**config.mk**
```make
export PLATFORM = sky130hd
export DESIGN_NAME = pipe_credit_rx
export DESIGN_NICKNAME = d
export VERILOG_FILES = /design/src/rtl/pipe_pkg.sv /design/src/rtl/pipe_credit_rx_mem.sv /design/src/rtl/pipe_credit_rx.sv
export SDC_FILE = /design/constraint.sdc
export NUM_CORES = 1
export LEC_CHECK = 0
export BUFFER_PORTS_ARGS = -buffer_cell sky130_fd_sc_hd__buf_2
export CORE_ASPECT_RATIO = 0.6
export CORE_MARGIN = 3
export CORE_UTILIZATION = 56
export DETAILED_ROUTE_END_ITERATION = 8
export HOLD_SLACK_MARGIN = 0.08
export PLACE_DENSITY = 0.77
export SETUP_SLACK_MARGIN = 0.5
export SYNTH_ARGS = -nofsm -noshare
export SYNTH_HDL_FRONTEND = slang
export SYNTH_SLANG_ARGS = --single-unit
```
**constraint.sdc**
```tcl
create_clock -name clk -period 2.95 [get_ports clk]
set_input_delay 0.295 -clock clk [delete_from_list [all_inputs] [get_ports clk]]
set_output_delay 0.295 -clock clk [all_outputs]
set_load 0.005 [all_outputs]
```
**src/rtl/pipe_pkg.sv**
```systemverilog
// Shared definitions for the credit-based pipeline receive block: default word
// width, control FSM states and the occupancy-count width helper.
package pipe_pkg;

  localparam int PIPE_WIDTH = 8;

  typedef enum logic {
    INIT = 1'b0,
    RUN  = 1'b1
  } pipe_state_t;

  // Occupancy must reach DEPTH itself, hence one bit more than the pointer.
  function automatic int cnt_width(input int depth);
    return $clog2(depth) + 1;
  endfunction

endpackage

```
**src/rtl/pipe_credit_rx_mem.sv**
```systemverilog
// DEPTH x WIDTH register array: one synchronous write port, one asynchronous
// read port; storage is not reset.
module pipe_credit_rx_mem #(
  parameter int WIDTH = 8,
  parameter int DEPTH = 4,
  parameter int AW    = $clog2(DEPTH)
) (
  input  logic             clk,
  input  logic             wr_en,
  input  logic [AW-1:0]    wr_addr,
  input  logic [WIDTH-1:0] wr_data,
  input  logic [AW-1:0]    rd_addr,
  output logic [WIDTH-1:0] rd_data
);

  logic [WIDTH-1:0] mem [DEPTH];

  always_ff @(posedge clk) begin
    if (wr_en) mem[wr_addr] <= wr_data;
  end

  assign rd_data = mem[rd_addr];

endmodule

```
**src/rtl/pipe_credit_rx.sv**
```systemverilog
// Receive end of a non-stallable pipeline: buffers words in a FWFT FIFO, returns
// one credit per consumed word after an initial DEPTH-credit grant. Optional
// parity checking is enabled with PIPE_CREDIT_RX_PARITY_EN.
module pipe_credit_rx
  import pipe_pkg::*;
#(
  parameter int WIDTH = PIPE_WIDTH,
  parameter int DEPTH = 4,
  parameter int CNT_W = cnt_width(DEPTH)
) (
  input  logic             clk,
  input  logic             rst_n,
  input  logic             in_valid,
  input  logic [WIDTH-1:0] in_data,
  output logic             credit_ret,
  output logic             out_valid,
  input  logic             out_ready,
  output logic [WIDTH-1:0] out_data,
  output logic [CNT_W-1:0] count,
  output logic             overflow
`ifdef PIPE_CREDIT_RX_PARITY_EN
  ,
  input  logic             in_par,
  output logic             par_err
`endif
);

  localparam int AW = $clog2(DEPTH);

  pipe_state_t      state, state_nxt;
  logic [AW-1:0]    init_cnt, init_cnt_nxt;
  logic [AW-1:0]    wr_ptr, rd_ptr;
  logic [WIDTH-1:0] rd_data, last_q;
  logic             credit_nxt;
  logic             full, pop, push, drop;

  assign full      = (count == CNT_W'(DEPTH));
  assign out_valid = (count != '0);
  assign pop       = out_valid && out_ready;
  // A pop in the same cycle frees the slot, so a full FIFO still takes the word.
  assign push      = in_valid && (!full || pop);
  assign drop      = in_valid && full && !pop;

  pipe_credit_rx_mem #(
    .WIDTH (WIDTH),
    .DEPTH (DEPTH),
    .AW    (AW)
  ) u_mem (
    .clk     (clk),
    .wr_en   (push),
    .wr_addr (wr_ptr),
    .wr_data (in_data),
    .rd_addr (rd_ptr),
    .rd_data (rd_data)
  );

  // When empty, present the last word taken rather than stale array contents.
  assign out_data = out_valid ? rd_data : last_q;

  always_comb begin
    state_nxt    = state;
    init_cnt_nxt = init_cnt;
    credit_nxt   = pop;
    case (state)
      INIT: begin
        credit_nxt   = 1'b1;
        init_cnt_nxt = init_cnt + 1'b1;
        if (init_cnt == AW'(DEPTH - 1)) state_nxt = RUN;
      end
      RUN: begin
        credit_nxt = pop;
      end
      default: state_nxt = INIT;
    endcase
  end

  always_ff @(posedge clk or negedge rst_n) begin
    if (!rst_n) begin
      state      <= INIT;
      init_cnt   <= '0;
      credit_ret <= 1'b0;
    end else begin
      state      <= state_nxt;
      init_cnt   <= init_cnt_nxt;
      credit_ret <= credit_nxt;
    end
  end

  always_ff @(posedge clk or negedge rst_n) begin
    if (!rst_n) begin
      wr_ptr   <= '0;
      rd_ptr   <= '0;
      count    <= '0;
      last_q   <= '0;
      overflow <= 1'b0;
    end else begin
      if (push) wr_ptr <= wr_ptr + 1'b1;
      if (pop) begin
        rd_ptr <= rd_ptr + 1'b1;
        last_q <= rd_data;
      end
      if (push && !pop)      count <= count + CNT_W'(1);
      else if (pop && !push) count <= count - CNT_W'(1);
      if (drop) overflow <= 1'b1;
    end
  end

`ifdef PIPE_CREDIT_RX_PARITY_EN
  always_ff @(posedge clk or negedge rst_n) begin
    if (!rst_n)                             par_err <= 1'b0;
    else if (push && (in_par != ^in_data))  par_err <= 1'b1;
  end
`endif

endmodule

```
==> flow_metrics.env, run 1 <==
export IMPL_status="finished, final reports clean"
export IMPL_synth_area_leaders="edfxtp_1 45%, dfrtp_1 23%, mux2_2 9.9%"
export IMPL_worst_pin_slew_ns=0.4673
export IMPL_dr_pass1_iters=4
export IMPL_crit_chain="nor4b_2 > nor2b_1 > ha_1 > inv_1 > fa_1 > xor2_1 > nor2_1 > xor2_1"
export IMPL_grt_first_pass_wirelength_um=5416
export IMPL_drt_vias_per_instance=5.434
export IMPL_routed_wl_um=3200
export IMPL_critPathKind="reg2reg"
export IMPL_cts_tree="done"
export IMPL_power_per_cell_area_nw_per_um2=962.9
export IMPL_worstPathMaxFanout=7
export IMPL_fillCellCount=235
export IMPL_tns_ns=0
export IMPL_synthFlopType="edfxtp_1"
export IMPL_maxCapViolCount=0
export IMPL_num_rows=16
export IMPL_skew_ns=0.01023
export IMPL_critPathLaunchType="flop"
export IMPL_core_area_um2=3463
export IMPL_critPathSlowestCell="dfrtp_1"
export IMPL_synth_cells=114
export IMPL_wl_per_cell_um=16.93
export IMPL_grt_max_degree=21
export IMPL_h_tree_depth=2
export IMPL_layout_cells_non_filler=189
export IMPL_hold_class="in2reg"
export IMPL_synth_cell_area_um2=2153
export IMPL_drc=0
export IMPL_fin_nets=162
export IMPL_period_minus_slack_ns=2.208
export IMPL_synth_async_reset_ratio_pct=38.46
export IMPL_drt_iter0_markers=34
export IMPL_die_width_um=86.06
export IMPL_final_max_slew_viol_count=0
export IMPL_grt_pass1_vias=1142
export IMPL_yosys_area_top_type="edfxtp_1"
export IMPL_numCtsBuffers=5
export IMPL_area_growth_pct=11.50
export IMPL_grt_usage_pct=16.75
export IMPL_post_route_period_util_pct=74.85
export IMPL_die_h_um=54.03
export IMPL_drive_above_1_share_pct=43.75
export IMPL_critPathArrivalTime_ns=2.43
export IMPL_grt_overflow_total=0
export IMPL_clock_fmax_mhz=452.9
export IMPL_cts_root_buf="clkbuf_8"
export IMPL_io_buffers=25
export IMPL_synth_top_area_share_pct=44.63
export IMPL_critPathMostFrequentCell="xor2_1"
export IMPL_synth_most_common_cell="edfxtp_1"
export IMPL_ys_ff_latch=52
export IMPL_slowest_delay_ns=0.42
export IMPL_cp_top_family="simple AND/OR/NAND/NOR gates"
export IMPL_yosysWarningCount=0
export IMPL_place_inst=180
export IMPL_max_vdd_ir_drop_mv=0.5238
export IMPL_dr_total_vias=1027
export IMPL_clock_sink_count=52
export IMPL_die_area_um2=4650
export IMPL_dp_hpwl_um=2311
export IMPL_multiInputGateArea_um2=638.1
export IMPL_hold_viol=0
export IMPL_antenna_found_initial=0
export IMPL_placed_area_um2=2300
export IMPL_rsz0062_at_grt="no"
export IMPL_design_area_um2=2401
export IMPL_maxSlewHeadroom_pct=68.78
export IMPL_yosysUniqueCellTypes=21
export IMPL_synth_edff_count=32
export IMPL_initial_core_util_pct=62.17
export IMPL_cp_num_buf_inv=1
export IMPL_crit_required_ns=3.17
export IMPL_synth_seq_area_share_pct=67.87
export IMPL_path_clk_slew_ns=0.09
export IMPL_synthTopCellsByCount="32 x edfxtp_1, 20 x dfrtp_1, 19 x mux2_2"
export IMPL_ant_nets=0
export IMPL_setup_viol=0
export IMPL_regArea_um2=1463
export IMPL_io_pins=26
export IMPL_gp_congestion=0.6414
export IMPL_syn_nets=133
export IMPL_power_leakage_nw=0.9361
export IMPL_end_kind="flop"
export IMPL_worstSkewPairLatency_ns=0.30
export IMPL_n_antenna_cell=0
export IMPL_clock_path_buffers=2
export IMPL_syn_area_per_cell_um2=18.89
## layout by cell type, fill, tap and decap left out
master / instances
dfrtp_1: 19
nand2_1: 2
nand3_1: 1
a21o_1: 1
edfxtp_1: 32
or3_4: 1
nor2_1: 1
xnor2_1: 5
nor2b_1: 1
nor4b_2: 1
mux4_2: 8
dfrtp_2: 1
fa_1: 1
clkbuf_8: 6
buf_4: 1
buf_2: 25
dlygate4sd3_1: 1
or2_2: 1
xor2_1: 2
inv_1: 3
mux2_2: 19
and2_1: 4
clkbuf_1: 2
ha_1: 6
## state kept, by name, summed over array words and instances, names as in the netlist
register / cells
overflow: 1
state: 1
rd_ptr: 2
init_cnt: 2
wr_ptr: 2
u_mem.mem: 32
last_q: 8
count: 3
credit_ret: 1
## routing by layer
metal | up-vias | GRT usage (%) | wire length, um
met2 | 22 | 28.13 | 1606
met1 | 520 | 19.51 | 1416
met5 | - | 0 | 0
li1 | 480 | - | -
met3 | 5 | 6.116 | 132
met4 | 0 | 8.421 | 44
## worst paths after layout
kind / from / endpoint / slack (ns) / cells past startpoint
setup / recovery: count[2] / count[2] / 0.74 / 8
hold reg to reg: overflow / overflow / 0.46 / 1
setup reg to reg: count[2] / count[2] / 0.74 / 8
max in group asynchronous: rst_n / rd_ptr[0] / 2.14 / 2
hold / removal: in_data[5] / u_mem.mem[1][5] / 0.20 / 1
min in group asynchronous: rst_n / count[1] / 0.47 / 2
## through the flow
step / hold WS, ns / setup slack (ns) / utilization, % / total power [mW]
5_1_grt: 0.1943 / 0.5640 / 69.33 / 2.485
4_1_cts: 0.1989 / 0.5836 / 69.29 / 2.347
6_report: 0.2031 / 0.7418 / 69.33 / 2.312
3_5_place_dp: 0.2707 / 0.7625 / 66.40 / 1.948
2_1_floorplan: -0.0005911 / 0.8521 / - / 1.701
3_3_place_gp: 0.2560 / 0.8774 / 66.40 / 1.904
## repair_timing
| item | CTS | global route |
|---|---|---|
| setup buffers | 0 | 0 |
| hold buffers | 1 | 0 |
| resized for setup | 0 | 1 |
| endpoints found under the setup margin | 0 | 8 |
| endpoints found under the hold margin | 20 | 0 |
## logic make-up after synthesis
group,synth area share [%]
flip-flops,67.87
multiplexers,18.30
AND/OR/NAND/NOR,3.718
buffers and inverters,2.498
XOR/XNOR,2.847
adder cells (fa/ha/maj),4.416
AO/OA/AOI/OAI,0.3488
## cell type report
type	instances	area share, %
Inverter	3	0.4690
Clock buffer	8	3.752
Timing Repair Buffer	27	5.941
Tap cell	45	2.345
Multi-Input combinational cell	54	26.58
Sequential cell	52	60.92
## where the power goes
| part | internal [mW] | switching, mW |
|---|---|---|
| Clock | 0.192 | 0.209 |
| Combinational | 0.454 | 0.312 |
| Sequential | 0.991 | 0.153 |
Power figures use the tool's default switching activity.
==> inputs of run 2 (changes only) <==
- ABC_AREA: not set -> 1
- CORE_UTILIZATION: 56 -> 52
- PLACE_DENSITY: 0.77 -> 0.75
- clock period: 2.95 -> 1.9 ns (I/O delays scaled with it)
==> run 2 against run 1 <==
Against the previous run:
- non-clock buffer count rose by 22
- cell area rose by 18%
- combinational power grew to 2.6 times the previous value
- wire length grew 39%
- highest routed layer unchanged
- register-to-register slack lost 0.54 ns
==> flow_metrics.env, run 2 <==
export IMPL_status="finished, final reports clean"
export IMPL_die_area_um2=5422
export IMPL_max_vdd_ir_drop_mv=0.8371
export IMPL_syn_area_per_cell_um2=11.27
export IMPL_synth_compound_area_share_pct=0.8990
export IMPL_worst_pin_slew_ns=0.4698
export IMPL_setup_viol=0
export IMPL_skew_ns=0.004945
export IMPL_io_pins=26
export IMPL_worstRegToRegCells=9
export IMPL_fin_util_pct=67.14
export IMPL_synth_cells=210
export IMPL_hold_class="in2reg"
export IMPL_synthTopCellsByCount="66 x nand2_1, 32 x edfxtp_1, 26 x nand3_1"
export IMPL_initial_core_util_pct=55.88
export IMPL_crit_chain="nor2_4 > nand3_4 > nand2_4 > inv_2 > ha_4 > inv_2 > fa_2 > nand2_1 > nand2_1"
export IMPL_synth_edff_count=32
export IMPL_num_rows=18
export IMPL_yosysUniqueCellTypes=24
export IMPL_grt_pass1_vias=1479
export IMPL_fin_nets=279
export IMPL_yosysWarningCount=0
export IMPL_holdPathEnd="u_mem.mem[2][7]"
export IMPL_clock_fmax_mhz=587.6
export IMPL_critPathLaunchType="flop"
export IMPL_final_cell_mix="65 x nand2_1, 32 x edfxtp_1, 25 x nand3_1, 25 x buf_2, 20 x buf_4"
export IMPL_yosys_area_top_type="edfxtp_1"
export IMPL_critPathArrivalTime_ns=1.91
export IMPL_layout_cells_non_filler=321
export IMPL_power_per_cell_area_nw_per_um2=1523
export IMPL_die_width_um=93.08
export IMPL_ys_ff_latch=52
export IMPL_r2r_end="count[1]"
export IMPL_numCtsBuffers=5
export IMPL_rsz0062_at_grt="yes"
export IMPL_place_inst=300
export IMPL_dr_total_vias=1543
export IMPL_antenna_found_initial=0
export IMPL_power_leakage_nw=1.276
export IMPL_cp_num_buf_inv=2
export IMPL_h_tree_depth=2
export IMPL_reg_top3="u_mem.mem: 32 flops, last_q: 8 flops, count: 3 flops"
export IMPL_synth_top_area_share_pct=40.61
export IMPL_maxCapViolCount=0
export IMPL_largest_register="u_mem.mem"
export IMPL_cp_top_family="adder cells"
export IMPL_drt_vias_per_instance=4.807
export IMPL_gp_congestion=0.7525
export IMPL_grt_usage_pct=18.42
export IMPL_dp_hpwl_um=3078
export IMPL_grt_max_degree=21
export IMPL_critPathSlowestCell="dfrtp_2"
export IMPL_placed_area_um2=2609
export IMPL_drc=0
export IMPL_synth_xor_area_share_pct=1.851
export IMPL_rrSetupSlack_ns=0.20
export IMPL_n_antenna_cell=0
export IMPL_synth_adder_area_share_pct=4.019
export IMPL_design_area_um2=2843
export IMPL_p_total_mw=4.328
export IMPL_period_minus_slack_ns=1.702
export IMPL_hold_viol=0
export IMPL_path_clk_slew_ns=0.09
export IMPL_synth_seq_area_share_pct=61.77
export IMPL_maxSlewHeadroom_pct=68.68
export IMPL_clock_sink_count=52
export IMPL_worst_r2r_startpoint="count[0]"
export IMPL_area_growth_pct=20.15
export IMPL_cts_tree="done"
export IMPL_tns_ns=0
export IMPL_io_buffers=25
export IMPL_synth_cell_area_um2=2366
export IMPL_syn_nets=229
export IMPL_synthFlopType="edfxtp_1"
export IMPL_muxShareOfSynthArea_pct=0.4759
export IMPL_slowest_delay_ns=0.43
export IMPL_drive_above_1_share_pct=36.40
export IMPL_min_delay_start="in_data[7]"
export IMPL_grt_overflow_total=0
export IMPL_crit_required_ns=2.11
export IMPL_end_kind="flop"
export IMPL_critPathKind="reg2reg"
export IMPL_worstSkewPairLatency_ns=0.31
export IMPL_dr_pass1_iters=4
export IMPL_synth_async_reset_ratio_pct=38.46
export IMPL_synth_most_common_cell="nand2_1"
export IMPL_routed_wl_um=4435
export IMPL_post_route_period_util_pct=89.57
export IMPL_largest_register_ffs=32
export IMPL_yosys_area_share_simple_pct=24.96
export IMPL_fillCellCount=333
export IMPL_die_h_um=58.25
export IMPL_core_area_um2=4234
export IMPL_min_path_cells=1
export IMPL_ant_nets=0
export IMPL_wl_per_cell_um=13.82
export IMPL_drt_iter0_markers=115
export IMPL_cts_root_buf="clkbuf_8"
export IMPL_clock_path_buffers=2
export IMPL_synth_top_family_by_area="simple AND/OR/NAND/NOR gates"
export IMPL_layout_cells_most_common="nand2_1"
export IMPL_synth_area_leaders="edfxtp_1 41%, dfrtp_1 21%, nand2_1 10%"
export IMPL_final_max_slew_viol_count=0
export IMPL_grt_first_pass_wirelength_um=7362
export IMPL_worstPathMaxFanout=3
-- run 2: routing by layer --
layer	wire length (um)	track usage [%]
met2	2001	28.35
met1	2104	25.93
met4	89	7.516
met3	240	3.891
met5	0	0
-- run 2: timing repair --
item,CTS,global route
hold buffers,1,0
setup endpoints to repair,44,43
buffers inserted,8,4
gates resized for setup,8,4
pin swaps,4,2
endpoints found under the hold margin,20,0
-- run 2: worst register-to-register path, delay by kind of cell (launching register included) --
family / cells / cell delay (ns)
buf+inv: 2 / 0.10
simple gates: 5 / 0.49
fa+ha+maj: 2 / 0.58
flops: 1 / 0.43
-- run 2: cell families after synthesis --
kind of cell / count (synthesis)
simple gates: 120
flops: 52
buf+inv: 22
fa+ha+maj: 7
xor+xnor: 5
compound gates: 3
mux: 1
-- run 2: per-stage QoR --
stage | setup WS, ns | hold WS, ns
2_1_floorplan | 0.1126 | -0.1056
3_3_place_gp | 0.1611 | 0.1728
3_5_place_dp | 0.07358 | 0.1654
4_1_cts | 0.1845 | 0.08170
5_1_grt | 0.1391 | 0.08148
6_report | 0.1982 | 0.08283
-- run 2: worst max path at each step --
stage / endpoint / depth (start not counted) / from / slack, ns
floorplan: count[2] / 10 / count[0] / 0.11
finish: count[1] / 9 / count[0] / 0.20
global placement: count[1] / 9 / count[0] / 0.16
global route: count[2] / 9 / count[0] / 0.14
CTS: out_data[7] / 7 / count[1] / 0.18
detailed placement: count[1] / 9 / count[0] / 0.07
-- run 2: area by class of cell --
class | count | area, um^2 | share of cell area [%]
Inverter | 16 | 72.57 | 2.553
Clock buffer | 8 | 90.09 | 3.169
Multi-Input combinational cell | 136 | 817.0 | 28.74
Tap cell | 60 | 75.07 | 2.641
Sequential cell | 52 | 1465 | 51.54
Timing Repair Buffer | 49 | 322.8 | 11.36
-- run 2: report_power, final --
group / internal [mW] / switching, mW / total, mW
sequential: 1.52 / 0.155 / 1.68
combinational: 0.847 / 1.16 / 2.00
clock: 0.298 / 0.348 / 0.646
total: 2.67 / 1.66 / 4.33
